<file path="src/rtl/palette_ram_fader.sv">
// Run-time-writable colour palette with a 2-stage lookup pipeline and a frame-driven fade engine.
// Define PALETTE_READBACK_EN to add a 1-cycle raw CPU read port.
module palette_ram_fader #(
    parameter int INDEX_W  = 3,
    parameter int CHAN_W   = 4,
    parameter int FADE_DIV = 2
) (
    input  logic                  clk_i,
    input  logic                  rst_i,
    input  logic                  wr_en_i,
    input  logic [INDEX_W-1:0]    wr_index_i,
    input  logic [3*CHAN_W-1:0]   wr_data_i,
    input  logic                  rd_valid_in_i,
    input  logic [INDEX_W-1:0]    rd_index_i,
    input  logic                  frame_tick_i,
    input  logic                  fade_out_req_i,
    input  logic                  fade_in_req_i,
`ifdef PALETTE_READBACK_EN
    input  logic                  cpu_rd_en_i,
    input  logic [INDEX_W-1:0]    cpu_rd_index_i,
    output logic [3*CHAN_W-1:0]   cpu_rd_data_o,
    output logic                  cpu_rd_valid_o,
`endif
    output logic [CHAN_W-1:0]     red_o,
    output logic [CHAN_W-1:0]     green_o,
    output logic [CHAN_W-1:0]     blue_o,
    output logic                  rd_valid_out_o,
    output logic [CHAN_W-1:0]     fade_level_o,
    output logic                  fade_busy_o,
    output logic                  fade_done_o
);

    localparam int                DEPTH     = 2 ** INDEX_W;
    localparam int                ENTRY_W   = 3 * CHAN_W;
    localparam int                DIV_W     = (FADE_DIV > 1) ? $clog2(FADE_DIV) : 1;
    localparam logic [DIV_W-1:0]  DIV_LAST  = DIV_W'(FADE_DIV - 1);
    localparam logic [CHAN_W-1:0] LEVEL_MAX = '1;

    typedef enum logic [1:0] {
        IDLE     = 2'd0,
        FADE_OUT = 2'd1,
        DARK     = 2'd2,
        FADE_IN  = 2'd3
    } fade_state_e;

    function automatic logic [CHAN_W-1:0] attenuate(input logic [CHAN_W-1:0] c,
                                                    input logic [CHAN_W-1:0] level);
        return (c > level) ? c - level : '0;
    endfunction

    // ------------------------------------------------------------------
    // Palette storage
    // ------------------------------------------------------------------
    logic [ENTRY_W-1:0] mem_q [DEPTH];

    // NOTE: the palette must read back as zero after reset, so every entry is
    // reset explicitly; this keeps it in flops rather than a RAM macro.
    always_ff @(posedge clk_i or posedge rst_i) begin
        if (rst_i) begin
            for (int i = 0; i < DEPTH; i++) mem_q[i] <= '0;
        end else if (wr_en_i) begin
            mem_q[wr_index_i] <= wr_data_i;
        end
    end

    // ------------------------------------------------------------------
    // Lookup pipeline
    // ------------------------------------------------------------------
    logic               s1_valid_q;
    logic [INDEX_W-1:0] s1_index_q;
    logic [ENTRY_W-1:0] s2_entry;
    logic [ENTRY_W-1:0] rgb_d, rgb_q;
    logic               rd_valid_q;
    logic [CHAN_W-1:0]  level_q, level_d;

    always_ff @(posedge clk_i or posedge rst_i) begin
        if (rst_i) begin
            s1_valid_q <= 1'b0;
            s1_index_q <= '0;
        end else begin
            s1_valid_q <= rd_valid_in_i;
            s1_index_q <= rd_index_i;
        end
    end

    // Same-cycle write to the entry being read wins (write-first bypass).
    assign s2_entry = (wr_en_i && (wr_index_i == s1_index_q)) ? wr_data_i : mem_q[s1_index_q];

    always_comb begin
        rgb_d = {attenuate(s2_entry[3*CHAN_W-1:2*CHAN_W], level_q),
                 attenuate(s2_entry[2*CHAN_W-1:CHAN_W],   level_q),
                 attenuate(s2_entry[CHAN_W-1:0],          level_q)};
    end

    always_ff @(posedge clk_i or posedge rst_i) begin
        if (rst_i) begin
            rgb_q      <= '0;
            rd_valid_q <= 1'b0;
        end else begin
            rd_valid_q <= s1_valid_q;
            if (s1_valid_q) rgb_q <= rgb_d;
        end
    end

    assign red_o          = rgb_q[3*CHAN_W-1:2*CHAN_W];
    assign green_o        = rgb_q[2*CHAN_W-1:CHAN_W];
    assign blue_o         = rgb_q[CHAN_W-1:0];
    assign rd_valid_out_o = rd_valid_q;

    // ------------------------------------------------------------------
    // Fade engine
    // ------------------------------------------------------------------
    fade_state_e       state_q, state_d;
    logic [DIV_W-1:0]  div_q, div_d;
    logic              done_q, done_d;

    always_ff @(posedge clk_i or posedge rst_i) begin
        if (rst_i) begin
            state_q <= IDLE;
            level_q <= '0;
            div_q   <= '0;
            done_q  <= 1'b0;
        end else begin
            state_q <= state_d;
            level_q <= level_d;
            div_q   <= div_d;
            done_q  <= done_d;
        end
    end

    always_comb begin
        state_d = state_q;
        level_d = level_q;
        div_d   = div_q;
        done_d  = 1'b0;
        unique case (state_q)
            IDLE: begin
                level_d = '0;
                if (fade_out_req_i) begin
                    state_d = FADE_OUT;
                    div_d   = '0;
                end
            end
            FADE_OUT: begin
                if (frame_tick_i) begin
                    if (div_q == DIV_LAST) begin
                        div_d   = '0;
                        level_d = level_q + CHAN_W'(1);
                        if (level_q == LEVEL_MAX - CHAN_W'(1)) begin
                            state_d = DARK;
                            done_d  = 1'b1;
                        end
                    end else begin
                        div_d = div_q + DIV_W'(1);
                    end
                end
            end
            DARK: begin
                level_d = LEVEL_MAX;
                if (fade_in_req_i) begin
                    state_d = FADE_IN;
                    div_d   = '0;
                end
            end
            FADE_IN: begin
                if (frame_tick_i) begin
                    if (div_q == DIV_LAST) begin
                        div_d   = '0;
                        level_d = level_q - CHAN_W'(1);
                        if (level_q == CHAN_W'(1)) begin
                            state_d = IDLE;
                            done_d  = 1'b1;
                        end
                    end else begin
                        div_d = div_q + DIV_W'(1);
                    end
                end
            end
            default: state_d = IDLE;
        endcase
    end

    assign fade_level_o = level_q;
    assign fade_busy_o  = (state_q == FADE_OUT) || (state_q == FADE_IN);
    assign fade_done_o  = done_q;

`ifdef PALETTE_READBACK_EN
    // ------------------------------------------------------------------
    // CPU readback of raw entries, independent of the pixel pipeline
    // ------------------------------------------------------------------
    logic [ENTRY_W-1:0] cpu_rd_data_q;
    logic               cpu_rd_valid_q;

    always_ff @(posedge clk_i or posedge rst_i) begin
        if (rst_i) begin
            cpu_rd_data_q  <= '0;
            cpu_rd_valid_q <= 1'b0;
        end else begin
            cpu_rd_valid_q <= cpu_rd_en_i;
            if (cpu_rd_en_i) begin
                cpu_rd_data_q <= (wr_en_i && (wr_index_i == cpu_rd_index_i))
                               ? wr_data_i : mem_q[cpu_rd_index_i];
            end
        end
    end

    assign cpu_rd_data_o  = cpu_rd_data_q;
    assign cpu_rd_valid_o = cpu_rd_valid_q;
`endif

endmodule

</file>
<file path="config.mk">
export PLATFORM = sky130hd
export DESIGN_NAME = palette_ram_fader
export DESIGN_NICKNAME = d
export VERILOG_FILES = /design/src/rtl/palette_ram_fader.sv
export SDC_FILE = /design/constraint.sdc
export NUM_CORES = 1
export LEC_CHECK = 0
export ABC_AREA = 1
export CAP_MARGIN = 20
export CORE_MARGIN = 10
export CORE_UTILIZATION = 30
export CTS_BUF_LIST = sky130_fd_sc_hd__clkbuf_4 sky130_fd_sc_hd__clkbuf_8
export CTS_CLUSTER_DIAMETER = 150
export CTS_CLUSTER_SIZE = 24
export DETAILED_ROUTE_END_ITERATION = 10
export GPL_ROUTABILITY_DRIVEN = 0
export HOLD_SLACK_MARGIN = 0.08
export SETUP_SLACK_MARGIN = 0.15
export SLEW_MARGIN = 20
export SYNTH_ARGS = -nofsm -noshare
export SYNTH_HDL_FRONTEND = slang
export SYNTH_SLANG_ARGS = --single-unit
</file>
<file path="constraint.sdc">
create_clock -name clk_i -period 5.5 [get_ports clk_i]
set_input_delay 1.1 -clock clk_i [delete_from_list [all_inputs] [get_ports clk_i]]
set_output_delay 1.1 -clock clk_i [all_outputs]
set_load 0.01 [all_outputs]
</file>
==> summary.txt <==
Clocking
  • Hold_buf cts: 0
  • CTS max path bufs: 2
  • CTS tree: yes
  • Resize count post-CTS: 0
  • Skew-Pair Late Insertion Delay: between 400 and 500 ps
  • H-tree lvl count: 4
  • Num CTS Buffers: 17
  • CTS Sinks: between 100 and 150
  • CTS Root Buffer Type: clkbuf_8
  • Clock Pin Slew Worst Setup and Hold Paths: approximately 70 ps
  • Post-CTS Setup Bufs: 0

Global routing
  • Largest net degree at the start of global routing: slightly above 50
  • First-pass GRT wire length: roughly 27000 um
  • GRT Total Usage: 12.6%
  • GRT overflow: 0
  • Vias in the first global route: about 4900
  • Initial antenna violation count: 0

Detailed routing
  • Final wirelength: between 15000 and 20000 um
  • Initial drt markers: ~420
  • DRT antenna net count: 0
  • DR pass1 iterations: 5
  • Via density: around 4.7
  • DRC: 0
  • Mean routed wirelength per cell: roughly 15 um
  • Via Count: ~5200

Layout
  • Fraction of layout instances using a drive strength above 1: under 10%
  • Area growth from synthesis to layout: 16.8%
  • Fin area: 7180 um^2
  • Ant. Diodes: 0
  • Nets: between 800 and 900

STA
  • Highest clock rate: slightly below 300 MHz
  • Slew Limit Fails: 0
  • Final Critical Period: 3470 ps
  • Final hold slack: between 400 and 500 ps
  • Max-slew headroom: approximately 29%
  • RSZ-0062 raised after global routing: no
  • Setup TNS: 0 ps
  • Worst-Margin Slew: between 1000 and 1500 ps
  • Clk_skew: between 10 and 15 ps
  • Final hold vios: 0
  • Final setup vio count: 0
  • Tcrit/Tclk final: 63.1%

Outcome
  • Status: finished, final reports clean

Worst hold path
  • Worst hold endpoint: rgb_q[1]$_DFFE_PP0P_
  • Hold crit path type: reg2reg
  • Cells on Worst Hold Path: 2
  • Hold Crit Start: rgb_q[1]$_DFFE_PP0P_

Worst setup path
  • Slowest library cell on the worst path: inv_2
  • Reg2Reg Depth: 19
  • Crit path max-delay family: buffers and inverters
  • Worst Path Required: slightly below 6000 ps
  • CP Max Fanout: 50
  • CP endpoint kind: flop
  • Critical Path Start Type: flop
  • Reg2Reg Setup Slack: roughly 2000 ps
  • Beginning of the critical path: s1_index_q[0]$_DFF_PP0_
  • Worst setup path category: reg2reg
  • Largest stage delay on the critical path: just under 800 ps
  • Worst EP arrival: approximately 3800 ps
  • Crit-path cells: buf_4 -> inv_2 -> nand2_1 -> nand2_1 -> nor2_1 -> nand2_2 -> inv_2 -> nand2_1 -> nand2_1 -> inv_1 -> ha_1 -> inv_1 -> fa_1 -> nand3_1 -> nand2_1 -> nand2_1 -> inv_1 -> nand2_1 -> nand2_1
  • Worst Path Buf+Inv: 6
  • RR Endpoint: rgb_q[1]$_DFFE_PP0P_
  • CP most frequent cell: nand2_1
  • FF-to-FF Start: s1_index_q[0]$_DFF_PP0_

Pwr
  • Seq pwr share: 41.3%
  • Pwr Density: 408 nW/um^2
  • Maximum vdd ir drop: ~0.18 mV
  • Sw Ratio: approximately a third
  • Clock share of power: approximately 28%
  • Leakage: approximately 3.5 nW
  • Internal: just under 0.002 W
  • Comb pwr share: between 30% and 40%
  • Net Sw Power: 0.000996 W

Synth
  • Synth area leaders: dfrtp_1 49%, nand2_1 16%, nand3_1 8.2%
  • Synth warn: 0
  • Mean Syn Cell Area: 7.82 um^2
  • Synth Flop Type: dfrtp_1
  • Sequential share of the synthesized area: approximately half
  • Yosys reg bits: between 100 and 150
  • Post-synth top area cell: dfrtp_1
  • Yosys cell types: 25
  • Async SR Flop Fraction: between 90% and 100%
  • Synthesized netlist net count: approximately 840
  • Post-synth top area share: 49.3%
  • Synth Instances: 786
  • Post-synth EDFFs: 0
  • Synthesized cell area: 6150 um^2

Floorplan
  • FP Rows: 52
  • Die W: ~160 um
  • Die area: 26600 um^2
  • Initial cell density of the core: between 30% and 40%
  • Die height: about 160 um
  • Core area: a little over 20000 um^2
  • # IOs: 44

Placement
  • IO buf count: 43
  • HPWL Detailed: about 10000 um
  • Placed inst area: between 6000 and 7000 um^2

Run
  • Max-cap viol count: 0
## stage by stage
stage / utilization [%] / setup slack (ps) / power (W) / std cells
global route: 35.6 / 1710 / 0.00315 / 1098
CTS: 35.6 / 2030 / 0.00295 / 1098
global placement: 33.6 / 1870 / 0.00210 / 1067
floorplan: - / 1190 / 0.00182 / 786
detailed placement: 33.6 / 1800 / 0.00212 / 1067
finish: 35.6 / 2030 / 0.00293 / 1098
## cells in the final DEF, fill, tap and decap left out, types with 2 or more instances in the layout
cell and n:
nand2_1 270, dfrtp_1 121, nand3_1 101, o21ai_0 100, inv_1 61, clkdlybuf4s50_1 43
nor2_1 27, clkbuf_8 22, ha_1 21, a21oi_1 20, inv_2 5, o21ai_1 5
buf_4 5, xnor2_1 3, nand4_1 3, fa_1 3, clkinv_2 3, nand3b_1 2
clkbuf_4 2, bufinv_16 2, clkinvlp_4 2
## power groups by stage
stage	clock network [W]	logic, W	registers, W
2_1_floorplan	0	0.000601	0.00122
3_3_place_gp	0	0.000879	0.00122
3_5_place_dp	0	0.000893	0.00122
4_1_cts	0.000844	0.000897	0.00121
5_1_grt	0.000877	0.00104	0.00124
6_report	0.000827	0.000891	0.00121
## final cells by class
type / instances / area, um^2
Fill cell: 2162 / 13000
Inverter: 67 / 254
Tap cell: 270 / 338
Clock inverter: 7 / 90.1
Multi-Input combinational cell: 561 / 2680
Timing Repair Buffer: 48 / 468
Clock buffer: 24 / 318
Sequential cell: 121 / 3030
## state kept, by name, indices dropped and copies added, names as in the netlist
register / cells
div_q: 1
fade_level_o: 4
state_q: 2
rd_valid_out_o: 1
s1_index_q: 3
mem_q: 96
rgb_q: 12
fade_done_o: 1
s1_valid_q: 1
## kinds of logic (layout without fill, tap and decap cells)
logic type / after synthesis / in the layout / share of synthesized area [%]
XOR/XNOR: 3 / 3 / 0.428
buffers and inverters: 104 / 146 / 7.12
flip-flops: 121 / 121 / 49.3
AND/OR/NAND/NOR: 407 / 407 / 27.5
AO/OA/AOI/OAI: 127 / 127 / 10.4
adder cells (fa/ha/maj): 24 / 24 / 5.25
## routing by layer
metal / GRT usage (%) / wire length, um
met1: 18.5 / 8160
met2: 17.8 / 6810
met3: 2.87 / 1150
met4: 3.69 / 211
met5: 0 / 0
## how the worst max path moves through the flow
stage,end,cells past startpoint
floorplan,div_q$_DFFE_PP0P_,1
global placement,rgb_q[3]$_DFFE_PP0P_,18
detailed placement,rgb_q[3]$_DFFE_PP0P_,18
CTS,rgb_q[3]$_DFFE_PP0P_,19
global route,rgb_q[1]$_DFFE_PP0P_,19
finish,rgb_q[1]$_DFFE_PP0P_,19
## worst min-delay path, cell delays in order, from the launching register on
cell	delay, ps
dfrtp_1	340
nand2_1	50
nand2_1	50
## synthesized netlist by cell type, types with 2 or more instances
cell,instances
nand2_1,270
dfrtp_1,121
nand3_1,101
o21ai_0,100
inv_1,62
nor2_1,27
ha_1,21
a21oi_1,20
buf_2,16
clkbuf_1,12
buf_4,7
inv_2,5
o21ai_1,5
fa_1,3
nand4_1,3
xnor2_1,3
nand3b_1,2
(Power assumes the default switching activity.)
